### config.mk
export PLATFORM = sky130hd
export DESIGN_NAME = clk_gen_tune_ctrl
export DESIGN_NICKNAME = d
export VERILOG_FILES = /design/src/rtl/clk_gen_tune_ctrl.sv
export SDC_FILE = /design/constraint.sdc
export NUM_CORES = 1
export LEC_CHECK = 0
export CAP_MARGIN = 20
export CELL_PAD_IN_SITES_DETAIL_PLACEMENT = 2
export CELL_PAD_IN_SITES_GLOBAL_PLACEMENT = 2
export CORE_MARGIN = 3
export CORE_UTILIZATION = 35
export CTS_CLUSTER_DIAMETER = 100
export DETAILED_ROUTE_END_ITERATION = 8
export MAX_ROUTING_LAYER = met4
export PLACE_DENSITY = 0.93
export SLEW_MARGIN = 5
export SYNTH_ARGS = -nofsm -noshare
export SYNTH_HDL_FRONTEND = slang
export SYNTH_SLANG_ARGS = --single-unit
### constraint.sdc
create_clock -name clk_i -period 3.4 [get_ports clk_i]
set_input_delay 0.68 -clock clk_i [delete_from_list [all_inputs] [get_ports clk_i]]
set_output_delay 0.68 -clock clk_i [all_outputs]
set_load 0.02 [all_outputs]
### src/rtl/clk_gen_tune_ctrl.sv
// clk_gen_tune_ctrl
//   Closed-loop tuning controller for the tunable ring-oscillator clock
//   generator. Each window it counts synchronized oscillator ticks over a
//   fixed number of reference-clock cycles, compares the count with a target,
//   and steps the delay-stage select code up (slower) or down (faster) until
//   the count is within tolerance, at which point lock is asserted.
//
// Ports
//   clk_i         reference clock
//   reset_i       asynchronous active-high reset
//   en_i          run controller; low forces IDLE
//   manual_i      bypass the loop and drive manual_sel_i onto the ring
//   manual_sel_i  select code used in manual mode
//   target_i      desired ticks per window (sampled in ADJUST only)
//   osc_tick_i    one-cycle pulse per oscillator edge, already synchronized
//   osc_en_o      ring oscillator enable
//   sel_o         stage-select code to the ring (0 = shortest/fastest)
//   lock_o        last count was within tolerance
//   sat_o         loop wanted to step past code 0 or the max code
//   meas_count_o  last completed window count
//   meas_valid_o  one-cycle pulse when meas_count_o updates
module clk_gen_tune_ctrl #(
    parameter int SEL_W         = 3,
    parameter int CNT_W         = 16,
    parameter int WINDOW_CYCLES = 1024,
    parameter int SETTLE_CYCLES = 16,
    parameter int TOL           = 2
) (
    input  logic             clk_i,
    input  logic             reset_i,
    input  logic             en_i,
    input  logic             manual_i,
    input  logic [SEL_W-1:0] manual_sel_i,
    input  logic [CNT_W-1:0] target_i,
    input  logic             osc_tick_i,
    output logic             osc_en_o,
    output logic [SEL_W-1:0] sel_o,
    output logic             lock_o,
    output logic             sat_o,
    output logic [CNT_W-1:0] meas_count_o,
    output logic             meas_valid_o
);

    localparam int WIN_W = $clog2(WINDOW_CYCLES);
    localparam int SET_W = (SETTLE_CYCLES > 1) ? $clog2(SETTLE_CYCLES) : 1;

    localparam logic [SEL_W-1:0] SEL_MID  = SEL_W'(2 ** (SEL_W - 1));
    localparam logic [SEL_W-1:0] SEL_MAX  = '1;
    localparam logic [WIN_W-1:0] WIN_LAST = WIN_W'(WINDOW_CYCLES - 1);
    localparam logic [SET_W-1:0] SET_LAST = SET_W'(SETTLE_CYCLES - 1);
    localparam logic [CNT_W:0]   TOL_X    = (CNT_W + 1)'(TOL);

    typedef enum logic [2:0] {
        S_IDLE,
        S_SETTLE,
        S_MEASURE,
        S_ADJUST,
        S_LOCKED
    } state_t;

    state_t           state_q, state_d;
    logic [SEL_W-1:0] sel_q, sel_d;
    logic             lock_q, lock_d;
    logic             sat_q, sat_d;
    logic [CNT_W-1:0] meas_count_q, meas_count_d;
    logic             meas_valid_q, meas_valid_d;
    logic [SET_W-1:0] settle_q, settle_d;
    logic [WIN_W-1:0] win_q, win_d;
    logic [CNT_W-1:0] tick_q, tick_d;
    logic             manual_q;

    // Tick counter saturates at all-ones rather than wrapping.
    function automatic logic [CNT_W-1:0] sat_inc(input logic [CNT_W-1:0] c,
                                                 input logic             t);
        if (t && (c != '1))
            return c + CNT_W'(1);
        return c;
    endfunction

    logic [CNT_W:0]   cnt_x;
    logic [CNT_W:0]   tgt_x;
    logic             too_many;
    logic             too_few;
    logic             manual_fall;

    // One extra bit so target+TOL and count+TOL can never overflow.
    assign cnt_x       = {1'b0, meas_count_q};
    assign tgt_x       = {1'b0, target_i};
    assign too_many    = cnt_x > (tgt_x + TOL_X);
    assign too_few     = (cnt_x + TOL_X) < tgt_x;
    assign manual_fall = manual_q && !manual_i;

    always_comb begin
        state_d      = state_q;
        sel_d        = sel_q;
        lock_d       = lock_q;
        sat_d        = sat_q;
        meas_count_d = meas_count_q;
        meas_valid_d = 1'b0;
        settle_d     = settle_q;
        win_d        = win_q;
        tick_d       = tick_q;

        case (state_q)
            S_IDLE: begin
                lock_d = 1'b0;
                if (en_i) begin
                    state_d  = S_SETTLE;
                    settle_d = '0;
                end
            end
            S_SETTLE: begin
                if (settle_q == SET_LAST) begin
                    state_d = S_MEASURE;
                    win_d   = '0;
                    tick_d  = '0;
                end else begin
                    settle_d = settle_q + SET_W'(1);
                end
            end
            S_MEASURE: begin
                // The tick on the final window cycle is included in the result.
                tick_d = sat_inc(tick_q, osc_tick_i);
                if (win_q == WIN_LAST) begin
                    meas_count_d = tick_d;
                    meas_valid_d = 1'b1;
                    state_d      = S_ADJUST;
                end else begin
                    win_d = win_q + WIN_W'(1);
                end
            end
            S_ADJUST: begin
                settle_d = '0;
                if (manual_i) begin
                    // Manual mode keeps measuring but never moves the code.
                    state_d = S_SETTLE;
                end else if (too_many) begin
                    state_d = S_SETTLE;
                    lock_d  = 1'b0;
                    if (sel_q == SEL_MAX) begin
                        sat_d = 1'b1;
                    end else begin
                        sel_d = sel_q + SEL_W'(1);
                        sat_d = 1'b0;
                    end
                end else if (too_few) begin
                    state_d = S_SETTLE;
                    lock_d  = 1'b0;
                    if (sel_q == '0) begin
                        sat_d = 1'b1;
                    end else begin
                        sel_d = sel_q - SEL_W'(1);
                        sat_d = 1'b0;
                    end
                end else begin
                    state_d = S_LOCKED;
                    lock_d  = 1'b1;
                    sat_d   = 1'b0;
                end
            end
            S_LOCKED: begin
                // Code unchanged, so the next window starts without settling.
                state_d = S_MEASURE;
                win_d   = '0;
                tick_d  = '0;
            end
            default: begin
                state_d = S_IDLE;
            end
        endcase

        if (en_i && manual_i) begin
            sel_d  = manual_sel_i;
            lock_d = 1'b0;
            sat_d  = 1'b0;
        end

        // Leaving manual mode: the ring may have moved, so settle first.
        if (en_i && manual_fall) begin
            state_d      = S_SETTLE;
            settle_d     = '0;
            meas_valid_d = 1'b0;
            meas_count_d = meas_count_q;
        end

        // Disable wins over everything; the partial window is discarded.
        if (!en_i) begin
            state_d      = S_IDLE;
            lock_d       = 1'b0;
            sel_d        = sel_q;
            meas_valid_d = 1'b0;
            meas_count_d = meas_count_q;
        end
    end

    always_ff @(posedge clk_i or posedge reset_i) begin
        if (reset_i) begin
            state_q      <= S_IDLE;
            sel_q        <= SEL_MID;
            lock_q       <= 1'b0;
            sat_q        <= 1'b0;
            meas_count_q <= '0;
            meas_valid_q <= 1'b0;
            settle_q     <= '0;
            win_q        <= '0;
            tick_q       <= '0;
            manual_q     <= 1'b0;
        end else begin
            state_q      <= state_d;
            sel_q        <= sel_d;
            lock_q       <= lock_d;
            sat_q        <= sat_d;
            meas_count_q <= meas_count_d;
            meas_valid_q <= meas_valid_d;
            settle_q     <= settle_d;
            win_q        <= win_d;
            tick_q       <= tick_d;
            manual_q     <= manual_i;
        end
    end

    assign osc_en_o     = (state_q != S_IDLE);
    assign sel_o        = sel_q;
    assign lock_o       = lock_q;
    assign sat_o        = sat_q;
    assign meas_count_o = meas_count_q;
    assign meas_valid_o = meas_valid_q;

endmodule

# == Yosys cells after proc, flatten, opt, wreduce, memory -nomap -nowiden ==
# Index checks and enable logic that the tools add are counted.
# Widths: inputs -> output; s select.
# totals
ff_bits,56
in_bits,24
output_inout_bits,23
wordCells,104
# classes
n_addsub,7
order_cmp,2
eq_ne,19
mux,45
n_bitwise,1
reduce_logical,20
# op_table
op,n
$mux 16,3
$pmux 16 s3,1
$mux 3,14
$add 16x2->17 const B,2
$pmux 10 s3,1
$mux 10,2
$mux 1,18
$gt 16x17->1,1
$lt 17x16->1,1
$add 16x1->16 const B,1
$ne 16x16->1 const B,1
$pmux 3 s5,1
$mux 4,3
$ne 4x4->1 const B,3
$pmux 4 s3,1
$add 10x1->10 const B,1
$eq 10x10->1 const B,1
$reduce_bool 3->1,3
$reduce_and 2->1,4
$eq 3x2->1 const B,2
$eq 3x3->1 const B,2
$logic_not 3->1,2
$ne 3x2->1 const B,2
$ne 3x3->1 const B,2
17 further kinds,22

# == Depth between registers and ports, before layout ==
# logic_depth
depth_word,8
depth_mapped,17
ltp_nobuf,17

# == Least setup slack after synthesis ==
# Ideal clock, no wire load.
# synth_timing
path_kind,input port to flip-flop
startpoint,input port target_i[1]
endpoint,"register sel_q[2], in the netlist sel_o[2]"
setup_time_ns,0.098
arrival_time_ns,3.485
required_ns,3.302
slack_ns,-0.184
cell_stages,17
n_path_buf,0
cell_sequence,ha_1 nand4_1 nor2_1 nand2_1 xnor2_1 ha_1 nand3_1 nor4_2 o21ai_0 o2111ai_1 nand2_1 fa_1 nor2_1 nand2_1 a211oi_1 o21ai_1 o311ai_1
# synth_between
elab_chain_cells,6
elab_cells_between_ends,11
classes_between,1 x add/sub; 2 x order compare; 2 x eq/ne; 4 x mux; 2 x reduce/logical
# synth_rtl
element,line_no,rtl
"start, declared",34,"input logic [CNT_W-1:0] target_i,"
$add 16x2->17,89,assign too_many = cnt_x > (tgt_x + TOL_X);
$gt 16x17->1,89,
$mux 3,137,end else if (too_many) begin
$mux 3,134,if (manual_i) begin
$mux 3,104,case (state_q)
$mux 3,172,if (en_i && manual_i) begin
"end signal, assigned",210,sel_q <= sel_d;
"end, declared",62,"logic [SEL_W-1:0] sel_q, sel_d;"
# Parallel ways exist; a longest one is shown, timed or not. The select of a mux whose other input is x is not followed.
# A chain may end at the register's enable or synchronous reset.

# == Final worst setup path ==
# layout_timing
startpoint,input port target_i[6]
endpoint,"register sel_q[2], in the netlist sel_o[2]"
# Same word-level chain as after synthesis.

==> impl_metrics.ini <==
[clocking]
clock_path_buffers = 2
clk_pin_slew_ns = 0.09
cts_made_buffers = 5
postCtsHoldBufs = 0
cts.sinks = 56
htreeDepth = 2
clock_latency_ns = 0.32
cts_tree = done
cts_root_buf = clkbuf_16

[pwr]
ir_worst_vdd_mv = 0.190
p_per_area_nw_per_um2 = 282
total_power_mw = 1.58
power.leakage_nw = 2.58

[timing]
fmax_mhz = 262
drv_slew = 0
setup_viol = 7
max_slew_margin = 0.453
rsz0062_at_grt = true
worst_slack_ns = -0.421
worstMarginPinSlew_ns = 0.815
clock_skew_ns = 0.0226
period_needed_ns = 3.82
hold_violations = 0
tns_ns = -1.94
min_period_over_period = 1.12
holdWs_ns = 0.580

[worst_setup_path]
cp_top_family = simple AND/OR/NAND/NOR gates
path_buf_inv = 2
cp_max_fo = 2
cp-endpoint = sel_o[2]$_DFFE_PP1P_
reg2reg_depth = 15
cp_num_cells = 18
reg2reg_from = meas_count_o[8]$_DFFE_PP0P_
path_class = input pin to flop
cp_slowest_cell = fa_2
critPathMaxStageDelay_ns = 0.44
crit_chain = buf_2 > nand4_1 > nor3_4 > buf_6 > nand3_4 > xnor2_2 > ha_1 > nand4_1 > nor4_4 > o21ai_2 > o2111ai_2 > nand2_2 > fa_2 > nor2_4 > nand2_2 > a211oi_4 > o21ai_2 > o311ai_2
reg2reg_slack_ns = -0.22
cp-start-kind = input pin
critPathLaunch = target_i[6]
r2r-end = sat_o$_DFFE_PP0P_
cp.arrival_ns = 4.05
worst_ep_required_time_ns = 3.63
end_kind = flop

[logic_synthesis]
netlist_instances = 487
synth_fp_nets = 548
avgSynthCellArea_um2 = 8.51
async_reset_ff_frac = 1.00
synth_common_cells = nand2_1 (67), dfrtp_1 (55), o21ai_0 (37)
ys_warn_count = 0
yosysTopAreaCell = dfrtp_1
synth_most_common_cell = nand2_1
synth_ff_type = dfrtp_1
synth_seq_area_share = 0.338
netlist_area_um2 = 4140
synthTopCellsByArea = dfrtp_1 (33%), ha_1 (11%), nand2_1 (6.1%), xnor2_1 (5.5%), o21ai_0 (4.5%)
synth_top_area_share = 0.332
ys_types = 55
synth_edf_count = 0
synth_seq_cells = 56

[cells_and_area]
final_util = 0.488
drive_gt1_frac = 0.227
area_growth_pct = 35.5
antenna_cells = 0
nNetsFinal = 659
design_area_um2 = 5620

[floorplanning]
die_x_um = 115
die_area_um2 = 13200
pin_count = 47
num_rows = 39
start_util = 0.360
die_h_um = 115
core-area_um2 = 11500

[min_path]
hold_path.class = flop to flop

[run_status]
violations = setup timing
status = finished, violations left

[routing]
route.met2.wl_um = 11700
via_per_inst = 6.36
drt_iter0_drc = 607
top_layer_used = met4
routed_wirelength_um = 23200
firstDrtPassIters = 5
drc = 0
post_drt_wl_per_cell_um = 31.3
vias = 4719
wl_met3_um = 1010
ant_nets = 0
wl_met1_um = 9220

[global_routing]
grt_max_degree = 38
grt_pass1_vias = 5189
antenna_found_initial = 0
grt_overflow = 0
grt_usage = 0.331
grt_pass1_wl_um = 31900

[placed_design]
portBuffers = 46
placedInstanceArea_um2 = 5060
dp_hpwl_um = 12500
gp_congestion = 0.869

[flow_run]
drv_cap = 0
kinds of logic (layout without fill, tap and decap cells):
family	after synthesis	count (layout)	share of synthesized area
AOI/OAI and AO/OA	115	115	0.173
xor gates and xnor gates	46	46	0.0972
adders and majority gates	37	37	0.114
buffers and inverters	45	157	0.0432
DFF	56	56	0.338
muxes	3	3	0.00725
and+or+nand+nor	185	185	0.227
layout by cell type, fill, tap and decap left out, drive strengths merged, types with 2 or more instances in the layout:
cell type / synthesis / routed
nand3b: 2 / 2
o2111ai: 4 / 4
dfrtp: 55 / 55
o211ai: 3 / 3
o21a: 4 / 4
o31ai: 7 / 7
a21oi: 26 / 26
nor3: 9 / 9
xor2: 20 / 20
nand2: 67 / 67
o21ai: 47 / 47
nor2: 30 / 30
nand2b: 3 / 3
o22ai: 2 / 2
a211oi: 2 / 2
inv: 32 / 32
buf: 3 / 80
ha: 36 / 36
clkdlybuf4s50: 0 / 33
and3: 11 / 11
and4: 2 / 2
xnor2: 26 / 26
or3: 4 / 4
a31oi: 3 / 3
nand4: 16 / 16
mux2i: 3 / 3
dlygate4sd2: 0 / 4
nor4: 6 / 6
a21o: 7 / 7
nand3: 30 / 30
clkbuf: 10 / 7
per-layer routing:
metal,GRT usage,vias up
li1,-,1968
met1,0.367,2413
met2,0.589,246
met3,0.0453,92
met4,0.150,0
met5,-,-
worst min-delay path by stage:
stage | startpoint | endpoint | slack [ns] | cells past startpoint
final | tick_q[1]$_DFFE_PP0P_ | tick_q[1]$_DFFE_PP0P_ | 0.58 | 1
after CTS | settle_q[3]$_DFFE_PP0P_ | settle_q[3]$_DFFE_PP0P_ | 0.55 | 1
after global routing | tick_q[1]$_DFFE_PP0P_ | tick_q[1]$_DFFE_PP0P_ | 0.60 | 1
after detailed placement | tick_q[15]$_DFFE_PP0P_ | tick_q[15]$_DFFE_PP0P_ | 0.52 | 1
after floorplan | settle_q[3]$_DFFE_PP0P_ | settle_q[3]$_DFFE_PP0P_ | 0.48 | 1
after global placement | tick_q[15]$_DFFE_PP0P_ | tick_q[15]$_DFFE_PP0P_ | 0.51 | 1
area by class of cell:
class	count	area, µm²
Timing Repair Buffer	117	985
Clock buffer	7	133
Multi-Input combinational cell	386	2790
Tap cell	143	179
Inverter	32	120
Fill cell	1222	5900
Clock inverter	1	8.76
Sequential cell	56	1410
metrics by stage:
step	setup WS [ns]	instances
3_3_place_gp	-0.637	706
3_5_place_dp	-1.19	706
5_1_grt	-0.573	742
4_1_cts	-0.132	731
6_report	-0.421	742
2_1_floorplan	-0.0286	487
report_power, final:
group	switching, mW	total [mW]	leakage, nW	internal, mW
Clock	0.275	0.553	0.0681	0.277
Combinational	0.174	0.289	1.76	0.116
Sequential	0.0495	0.740	0.746	0.690
state kept, by name (all words and copies together), names as in the netlist:
register and flops:
state_q 3, meas_valid_o 1, sat_o 1, win_q 10, meas_count_o 16, manual_q 1
tick_q 16, sel_o 3, lock_o 1, settle_q 4
timing repair:
item | in CTS | in global routing
buffers inserted | 17 | 11
setup endpoints to repair | 7 | 7
cloned | 0 | 0
resized for setup | 73 | 25
pin swaps | 28 | 25
Note: power is estimated with default switching activity, not from simulation.
